===== config.mk =====
export PLATFORM = sky130hd
export DESIGN_NAME = if_fetch_flat
export DESIGN_NICKNAME = d
export VERILOG_FILES = /design/src/rtl/if_fetch_if.sv /design/src/rtl/if_fetch.sv /design/src/flat_wrapper.sv
export SDC_FILE = /design/constraint.sdc
export NUM_CORES = 1
export LEC_CHECK = 0
export ABC_AREA = 1
export BUFFER_PORTS_ARGS = -buffer_cell sky130_fd_sc_hd__buf_2
export CAP_MARGIN = 25
export CORE_ASPECT_RATIO = 0.7
export CORE_UTILIZATION = 50
export CTS_BUF_LIST = sky130_fd_sc_hd__clkbuf_8
export DETAILED_ROUTE_END_ITERATION = 6
export PLACE_DENSITY = 0.75
export SLEW_MARGIN = 20
export SYNTH_ARGS = -nofsm -noshare
export SYNTH_HDL_FRONTEND = slang
export SYNTH_SLANG_ARGS = --single-unit

===== constraint.sdc =====
create_clock -name clk -period 2.72 [get_ports clk]
set_input_delay 0.816 -clock clk [delete_from_list [all_inputs] [get_ports clk]]
set_output_delay 0.816 -clock clk [all_outputs]
set_load 0.01 [all_outputs]

===== src/rtl/if_fetch_if.sv =====
// Fetch-stage bus: instruction-memory req/ack channel, redirect input and the
// valid/ready channel towards decode.
interface if_fetch_if #(
  parameter int PC_WIDTH    = 6,
  parameter int INSTR_WIDTH = 32
);
  logic                   imem_req;
  logic [PC_WIDTH-1:0]    imem_addr;
  logic                   imem_ack;
  logic [INSTR_WIDTH-1:0] imem_data;
  logic                   redirect;
  logic [PC_WIDTH-1:0]    redirect_pc;
  logic                   id_ready;
  logic                   id_valid;
  logic [INSTR_WIDTH-1:0] Instruction;
  logic [PC_WIDTH-1:0]    PCnext;

  modport master (
    output imem_req, imem_addr, id_valid, Instruction, PCnext,
    input  imem_ack, imem_data, redirect, redirect_pc, id_ready
  );

  modport slave (
    input  imem_req, imem_addr, id_valid, Instruction, PCnext,
    output imem_ack, imem_data, redirect, redirect_pc, id_ready
  );
endinterface


===== src/rtl/if_fetch.sv =====
// Instruction fetch: owns the PC, issues single-outstanding memory requests,
// buffers returned words and hands {Instruction, PCnext} to decode.
module if_fetch #(
  parameter int PC_WIDTH    = 6,
  parameter int INSTR_WIDTH = 32,
  parameter int FIFO_DEPTH  = 2,
  parameter int RESET_PC    = 0
) (
  input logic        clk,
  input logic        rst,
  if_fetch_if.master bus
);
  localparam int PTR_W = $clog2(FIFO_DEPTH);
  localparam int CNT_W = $clog2(FIFO_DEPTH + 1);
  localparam int ENT_W = INSTR_WIDTH + PC_WIDTH;
  localparam logic [CNT_W-1:0]    DEPTH_C    = CNT_W'(FIFO_DEPTH);
  localparam logic [PC_WIDTH-1:0] RESET_PC_C = PC_WIDTH'(RESET_PC);

  typedef enum logic [1:0] {
    S_IDLE,
    S_REQ,
    S_DISCARD
  } state_t;

  state_t              state_q, state_d;
  logic [PC_WIDTH-1:0] pc_q, pc_d;
  logic [PC_WIDTH-1:0] stale_q, stale_d;
  logic [PTR_W-1:0]    wr_q, wr_d;
  logic [PTR_W-1:0]    rd_q, rd_d;
  logic [CNT_W-1:0]    cnt_q, cnt_d;
  logic [ENT_W-1:0]    mem_q [FIFO_DEPTH];

  logic                push;
  logic                pop;
  logic                flush;
  logic [CNT_W-1:0]    cnt_pop;
  logic                valid;
  logic [ENT_W-1:0]    head;

  assign valid   = (cnt_q != '0);
  assign pop     = valid && bus.id_ready;
  assign cnt_pop = cnt_q - CNT_W'(pop);

  // Redirect takes priority over any returning data; a same-cycle pop still
  // completes because it is counted before the flush clears the buffer.
  always_comb begin
    state_d = state_q;
    pc_d    = pc_q;
    stale_d = stale_q;
    push    = 1'b0;
    flush   = 1'b0;
    unique case (state_q)
      S_IDLE: begin
        if (bus.redirect) begin
          flush   = 1'b1;
          pc_d    = bus.redirect_pc;
          state_d = S_REQ;
        end else if (cnt_pop < DEPTH_C) begin
          state_d = S_REQ;
        end
      end
      S_REQ: begin
        if (bus.redirect) begin
          flush = 1'b1;
          pc_d  = bus.redirect_pc;
          if (bus.imem_ack) begin
            state_d = S_REQ;
          end else begin
            stale_d = pc_q;
            state_d = S_DISCARD;
          end
        end else if (bus.imem_ack) begin
          push    = 1'b1;
          pc_d    = pc_q + PC_WIDTH'(1);
          state_d = ((cnt_pop + CNT_W'(1)) < DEPTH_C) ? S_REQ : S_IDLE;
        end
      end
      S_DISCARD: begin
        if (bus.redirect) begin
          flush = 1'b1;
          pc_d  = bus.redirect_pc;
        end
        if (bus.imem_ack) begin
          state_d = S_REQ;
        end
      end
      default: begin
        state_d = S_IDLE;
      end
    endcase
  end

  always_comb begin
    if (flush) begin
      wr_d  = '0;
      rd_d  = '0;
      cnt_d = '0;
    end else begin
      wr_d  = wr_q + PTR_W'(push);
      rd_d  = rd_q + PTR_W'(pop);
      cnt_d = cnt_pop + CNT_W'(push);
    end
  end

  always_ff @(posedge clk or negedge rst) begin
    if (!rst) begin
      state_q <= S_IDLE;
      pc_q    <= RESET_PC_C;
      stale_q <= RESET_PC_C;
      wr_q    <= '0;
      rd_q    <= '0;
      cnt_q   <= '0;
    end else begin
      state_q <= state_d;
      pc_q    <= pc_d;
      stale_q <= stale_d;
      wr_q    <= wr_d;
      rd_q    <= rd_d;
      cnt_q   <= cnt_d;
    end
  end

  // Entry storage needs no reset: it is only visible while the count is non-zero.
  always_ff @(posedge clk) begin
    if (push) begin
      mem_q[wr_q] <= {bus.imem_data, pc_q + PC_WIDTH'(1)};
    end
  end

  assign head = mem_q[rd_q];

  assign bus.imem_req    = (state_q != S_IDLE);
  assign bus.imem_addr   = (state_q == S_DISCARD) ? stale_q : pc_q;
  assign bus.id_valid    = valid;
  assign bus.Instruction = valid ? head[ENT_W-1:PC_WIDTH] : '0;
  assign bus.PCnext      = valid ? head[PC_WIDTH-1:0] : '0;
endmodule


===== src/flat_wrapper.sv =====
// flat-port wrapper written by rule: the top's interface ports become plain ports
module if_fetch_flat 
#(
  parameter int PC_WIDTH    = 6,
  parameter int INSTR_WIDTH = 32,
  parameter int FIFO_DEPTH  = 2,
  parameter int RESET_PC    = 0
)
  (clk, rst, bus_imem_req, bus_imem_addr, bus_id_valid, bus_Instruction, bus_PCnext, bus_imem_ack, bus_imem_data, bus_redirect, bus_redirect_pc, bus_id_ready);
  if_fetch_if #(.PC_WIDTH(PC_WIDTH), .INSTR_WIDTH(INSTR_WIDTH)) bus_i ();
  input logic clk;
  input logic rst;
  output wire logic [$bits(bus_i.imem_req)-1:0] bus_imem_req;
  output wire logic [$bits(bus_i.imem_addr)-1:0] bus_imem_addr;
  output wire logic [$bits(bus_i.id_valid)-1:0] bus_id_valid;
  output wire logic [$bits(bus_i.Instruction)-1:0] bus_Instruction;
  output wire logic [$bits(bus_i.PCnext)-1:0] bus_PCnext;
  input wire logic [$bits(bus_i.imem_ack)-1:0] bus_imem_ack;
  input wire logic [$bits(bus_i.imem_data)-1:0] bus_imem_data;
  input wire logic [$bits(bus_i.redirect)-1:0] bus_redirect;
  input wire logic [$bits(bus_i.redirect_pc)-1:0] bus_redirect_pc;
  input wire logic [$bits(bus_i.id_ready)-1:0] bus_id_ready;
  assign bus_imem_req = bus_i.imem_req;
  assign bus_imem_addr = bus_i.imem_addr;
  assign bus_id_valid = bus_i.id_valid;
  assign bus_Instruction = bus_i.Instruction;
  assign bus_PCnext = bus_i.PCnext;
  assign bus_i.imem_ack = bus_imem_ack;
  assign bus_i.imem_data = bus_imem_data;
  assign bus_i.redirect = bus_redirect;
  assign bus_i.redirect_pc = bus_redirect_pc;
  assign bus_i.id_ready = bus_id_ready;
  if_fetch #(.PC_WIDTH(PC_WIDTH), .INSTR_WIDTH(INSTR_WIDTH), .FIFO_DEPTH(FIFO_DEPTH), .RESET_PC(RESET_PC)) u_core (.clk(clk), .rst(rst), .bus(bus_i));
endmodule

======== Word level (Yosys, flattened, before mapping) ========
Memories as Yosys holds them, arrays and structs flattened.
Cells that the tools add are included.
word-level totals
  bits in registers ....................... 18
  RAM bits ................................ 76
  bits of input ports ..................... 43
  output and inout bits ................... 46
  word-level logic and storage cells ...... 57
  memories kept ........................... 1
operators by class
  $add $sub $neg .......................... 6
  magnitude comparators ................... 2
  eq/ne operators ......................... 6
  multiplexer cells ....................... 25
  bitwise logic cells ..................... 1
  reductions and logical operators ........ 10
memories
  name          depth  bits a word  read ports  clocked after memory_dff  wr ports  RTL line        RTL
  u_core.mem_q  2      38           1           0                         1         if_fetch.sv:31  logic [ENT_W-1:0] mem_q [FIFO_DEPTH];
operators with widths
  cell                   count
  $mux W32               1
  $mux W6                5
  $mux W2                7
  $pmux W6 S2            1
  $mux W1                10
  $reduce_and A3 Y1      3
  $add A6 B1 Y6 const B  1
  $pmux W2 S3            1
  $reduce_bool A2 Y1     3
  $lt A2 B2 Y1 const B   2
  $ne A3 B2 Y1 const B   1
  $ne A3 B3 Y1 const B   1
  $reduce_or A3 Y1       1
  $add A1 B1 Y1          2
  $add A2 B1 Y2          1
  $add A2 B1 Y2 const B  1
  $eq A2 B1 Y1 const B   1
  $eq A2 B2 Y1 const B   1
  $logic_not A2 Y1       1
  $ne A2 B1 Y1 const B   1
  $ne A2 B2 Y1 const B   1
  $reduce_or A2 Y1       1
  $sub A2 B1 Y2          1
  $logic_and A1 B1 Y1    1
  $not A1 Y1             1

======== Depth between registers and ports, before layout ========
  depth after elaboration ................. 9
  depth in mapped cells ................... 9
  mapped depth without buffers ............ 9

======== Least setup slack after synthesis ========
Ideal clock, no wire load.
  kind .................................... input -> register
  from .................................... input port bus_redirect
  to ...................................... memory u_core.mem_q[0][0] (netlist bit) (enable)
  library setup time ...................... 399 ps
  arrival ................................. 2359 ps
  required time ........................... 2321 ps
  path slack .............................. -38 ps
  stages .................................. 4
  path buffers ............................ 0
  cell sequence ........................... nor2_4 > inv_1 > nor3_1 > ha_1
between the ends
  cells in the longest elaborated chain, start to end .. 4
ends and longest elaborated chain
  item                           RTL line            RTL
  start, declared                flat_wrapper.sv:20  input wire logic [$bits(bus_i.redirect)-1:0] bus_redirect;
  $mux W1                        if_fetch.sv:63      if (bus.redirect) begin
  $mux W1                        if_fetch.sv:52      unique case (state_q)
  $mux W1                        if_fetch.sv:125     if (push) begin
  $mux W1 (not written as such)  if_fetch.sv:126     mem_q[wr_q] <= {bus.imem_data, pc_q + PC_WIDTH'(1)};
  end, declared                  if_fetch.sv:31
No other way between the ends.

======== Worst setup path after layout ========
  from .................................... register u_core.rd_q
  to ...................................... output port bus_Instruction[1]
between the ends
  cells in the longest elaborated chain, start to end .. 2
ends and longest elaborated chain
  item                    RTL line            RTL
  start, declared         if_fetch.sv:29      logic [PTR_W-1:0] rd_q, rd_d;
  start signal, assigned  if_fetch.sv:118     rd_q <= rd_d;
  $mem_v2 Z2 W38          -
  $mux W32                if_fetch.sv:135     assign bus.Instruction = valid ? head[ENT_W-1:PC_WIDTH] : '0;
  end, declared           flat_wrapper.sv:16  output wire logic [$bits(bus_i.Instruction)-1:0] bus_Instruction;
No other way between the ends.

==> summary.md <==
| Metric | Value |
|---|---|
| Net count after synthesis | 391 |
| Most common cell after layout, fill and taps aside | sky130_fd_sc_hd__nand2_1 |
| Highest-count cells in the layout ignoring fill and taps | 114 x sky130_fd_sc_hd__nand2_1, 88 x sky130_fd_sc_hd__buf_2, 76 x sky130_fd_sc_hd__edfxtp_1 |
| Core Rows | 26 |
| Antenna violations before repair | 0 |
| DRT iter0 DRCs | 204 |
| Count of H-tree levels built during CTS | 3 |
| Clock sink count | 94 |
| Number of detailed-route iterations in the first pass | 7 |
| Synthesis-to-finish area growth | 20.8% |
| Number of global-route vias before repair | 2427 |
| Detailed placement HPWL | 5.18 mm |
| Clock transition at the registers of the reported paths | 0.09 ns |
| Synthesized flop and latch total | 94 |
| Avg WL per Cell | 14.0 um |
| Clock tree root driver cell | sky130_fd_sc_hd__clkbuf_8 |
| Post-cts hold buffer count | 0 |
| Detailed-route DRC error count | 0 |
| Starting utilization of the core area | 0.525 |
| Synthesized netlist cell count | 343 |
| Cell type with the highest aggregate area in the netlist | sky130_fd_sc_hd__edfxtp_1 |
| Antenna cells | 0 |
| Worst setup path category | flip-flop to output port |
| Finish-stage setup viols | 0 |
| Leakage power | 2.03 nW |
| Clock Tree Buf Depth | 2 |
| Portion of the post-synthesis area used by sequential elements | 0.702 |
| Aggregate global routing overflow | 0 |
| Class of the worst hold path | primary input to async pin |
| Postcts setup bufs | 0 |
| Count of input and output buffers | 88 |
| Core outline area | 7420 um^2 |
| Number of buffers created by CTS | 9 |
| Outcome | completed |
| Antenna violation net count after detailed routing | 0 |
| GRT Overall Usage | 0.193 |
| GPL Wtd Cong | 0.838 |
| Endpoint type of the worst setup path | output port |
| Total routed wirelength | 7.58 mm |
| Startpoint type of the worst setup path | flip-flop |
| Setup Skew | 0.00778 ns |
| Fraction of layout cells with a size suffix above 1 | 0.283 |
| Vias | 2705 |
| Arrival @ worst endpoint | 1.56 ns |
| Distinct cells, synth | 25 |
| Global-route wire length before repair | 11.5 mm |
| Clock latency of the later-clocked register in the worst-skew pair | 0.36 ns |
| Max Transition Viols Final | 0 |
| Die area | 8150 um^2 |
| Cell types with the largest area share after synthesis | sky130_fd_sc_hd__edfxtp_1 59%, sky130_fd_sc_hd__dfrtp_1 12%, sky130_fd_sc_hd__nand2_1 11% |
| Power density relative to cell area | 974 nW/um^2 |
| Fillcell total | 601 |
| Fraction of the core area covered by cells at the end of the flow | 0.634 |
| Synthesized area per cell | 11.3 um^2 |
| Die Height | 75.8 um |
| Final critical delay including setup and external delays | 2.38 ns |
| Syn Std Cell Area | 3890 um^2 |
| Pin slew with the least headroom to its limit | 0.539 ns |
| Total negative slack for setup checks | 0 ns |
| Fmax achieved | 0.421 GHz |
| Worst vdd ir | 0.000492 V |
| Area share of the largest cell type after synthesis | 0.586 |
| Yosys warnings | 0 |
| Required time reported for the critical path endpoint | 1.90 ns |
| I/O pin count | 89 |
| Clock tree from TritonCTS | done |
| Number of nets at the end of the flow | 486 |
| Die span in x | 107 um |
| Final worst-path cycle share | 0.874 |
| Final hold violation count | 0 |
| Relative slew slack | 0.640 |
| Post-CTS resize count | 0 |
| Largest fanout on the critical path | 25 |
| Max capacitance violation total | 0 |
| Detail-routed via count per cell | 5.01 |
| Unrepaired setup endpoints after global routing | false |
| Pin count of the biggest net entering global routing | 34 |
cell usage after synthesis, drive strengths merged:
cell      n
nand2   115
edfxtp   76
a21oi    39
inv      23
o21ai    21
dfrtp    18
nor2     16
buf      10
nand3     6
ha        5
clkbuf    4
xor2      4
a31oi     2
nand4     1
nor3      1
o22ai     1
xnor2     1
critical path: stages (launching register included):
cell	delay [ns]
sky130_fd_sc_hd__dfrtp_1	0.40
sky130_fd_sc_hd__inv_1	0.08
sky130_fd_sc_hd__buf_4	0.26
sky130_fd_sc_hd__nand2_1	0.08
sky130_fd_sc_hd__a21oi_1	0.20
sky130_fd_sc_hd__buf_2	0.17
per-layer routing:
layer / vias to the layer above / track usage / part of all wire
li1: 1348 / - / -
met1: 1243 / 0.257 / 0.46
met2: 105 / 0.317 / 0.46
met3: 9 / 0.0462 / 0.069
met4: 0 / 0.0685 / 0.011
met5: - / 0 / 0
power breakdown:
part	internal, mW	switching (mW)	leakage (nW)
logic	0.632	1.11	1.01
registers	1.83	0.123	0.915
clock network	0.420	0.463	0.0985
total	2.88	1.70	2.03
logic make-up after synthesis:
group                      share of synthesized area
adders and majority gates                     0.0161
and+or+nand+nor                                0.140
xor gates and xnor gates                      0.0113
AOI/OAI and AO/OA                             0.0878
DFF                                            0.702
buffers and inverters                         0.0424
final timing paths:
path	startpoint	endpoint	slack, ns	depth (start not counted)
worst max-delay path	u_core.rd_q	bus_Instruction[1]	0.34	5
worst max register to register	u_core.state_q[0]	u_core.mem_q[0][23]	0.62	6
min in group clk	u_core.stale_q[5]	u_core.stale_q[5]	0.48	2
worst min-delay path	rst	u_core.stale_q[3]	0.38	1
worst min register to register	u_core.stale_q[5]	u_core.stale_q[5]	0.48	2
max in group asynchronous	rst	u_core.wr_q	2.04	1
metrics by stage:
stage	hold slack [ns]	setup slack [ns]	instances	cell area, um^2	total power [mW]
after floorplan	0.455	-0.0384	343	3890	3.07
after global placement	0.463	0.217	525	4510	3.70
after detailed placement	0.467	0.137	525	4510	3.74
after CTS	0.387	0.325	540	4700	4.62
after global routing	0.409	0.225	540	4700	4.88
final	0.376	0.343	540	4700	4.58
area by class of cell:
type,count,area [um^2],share of cell area
Tap cell,98,123,0.0261
Sequential cell,94,2730,0.581
Clock inverter,6,63.8,0.0136
Inverter,23,86.3,0.0184
Multi-Input combinational cell,212,1010,0.214
Timing Repair Buffer,98,566,0.120
Clock buffer,9,124,0.0264
registers in the layout, summed over array words and instances (netlist names):
register        cells
u_core.wr_q         1
u_core.mem_q       76
u_core.cnt_q        2
u_core.state_q      2
u_core.stale_q      6
u_core.rd_q         1
u_core.pc_q         6
Power figures use the tool's default switching activity.
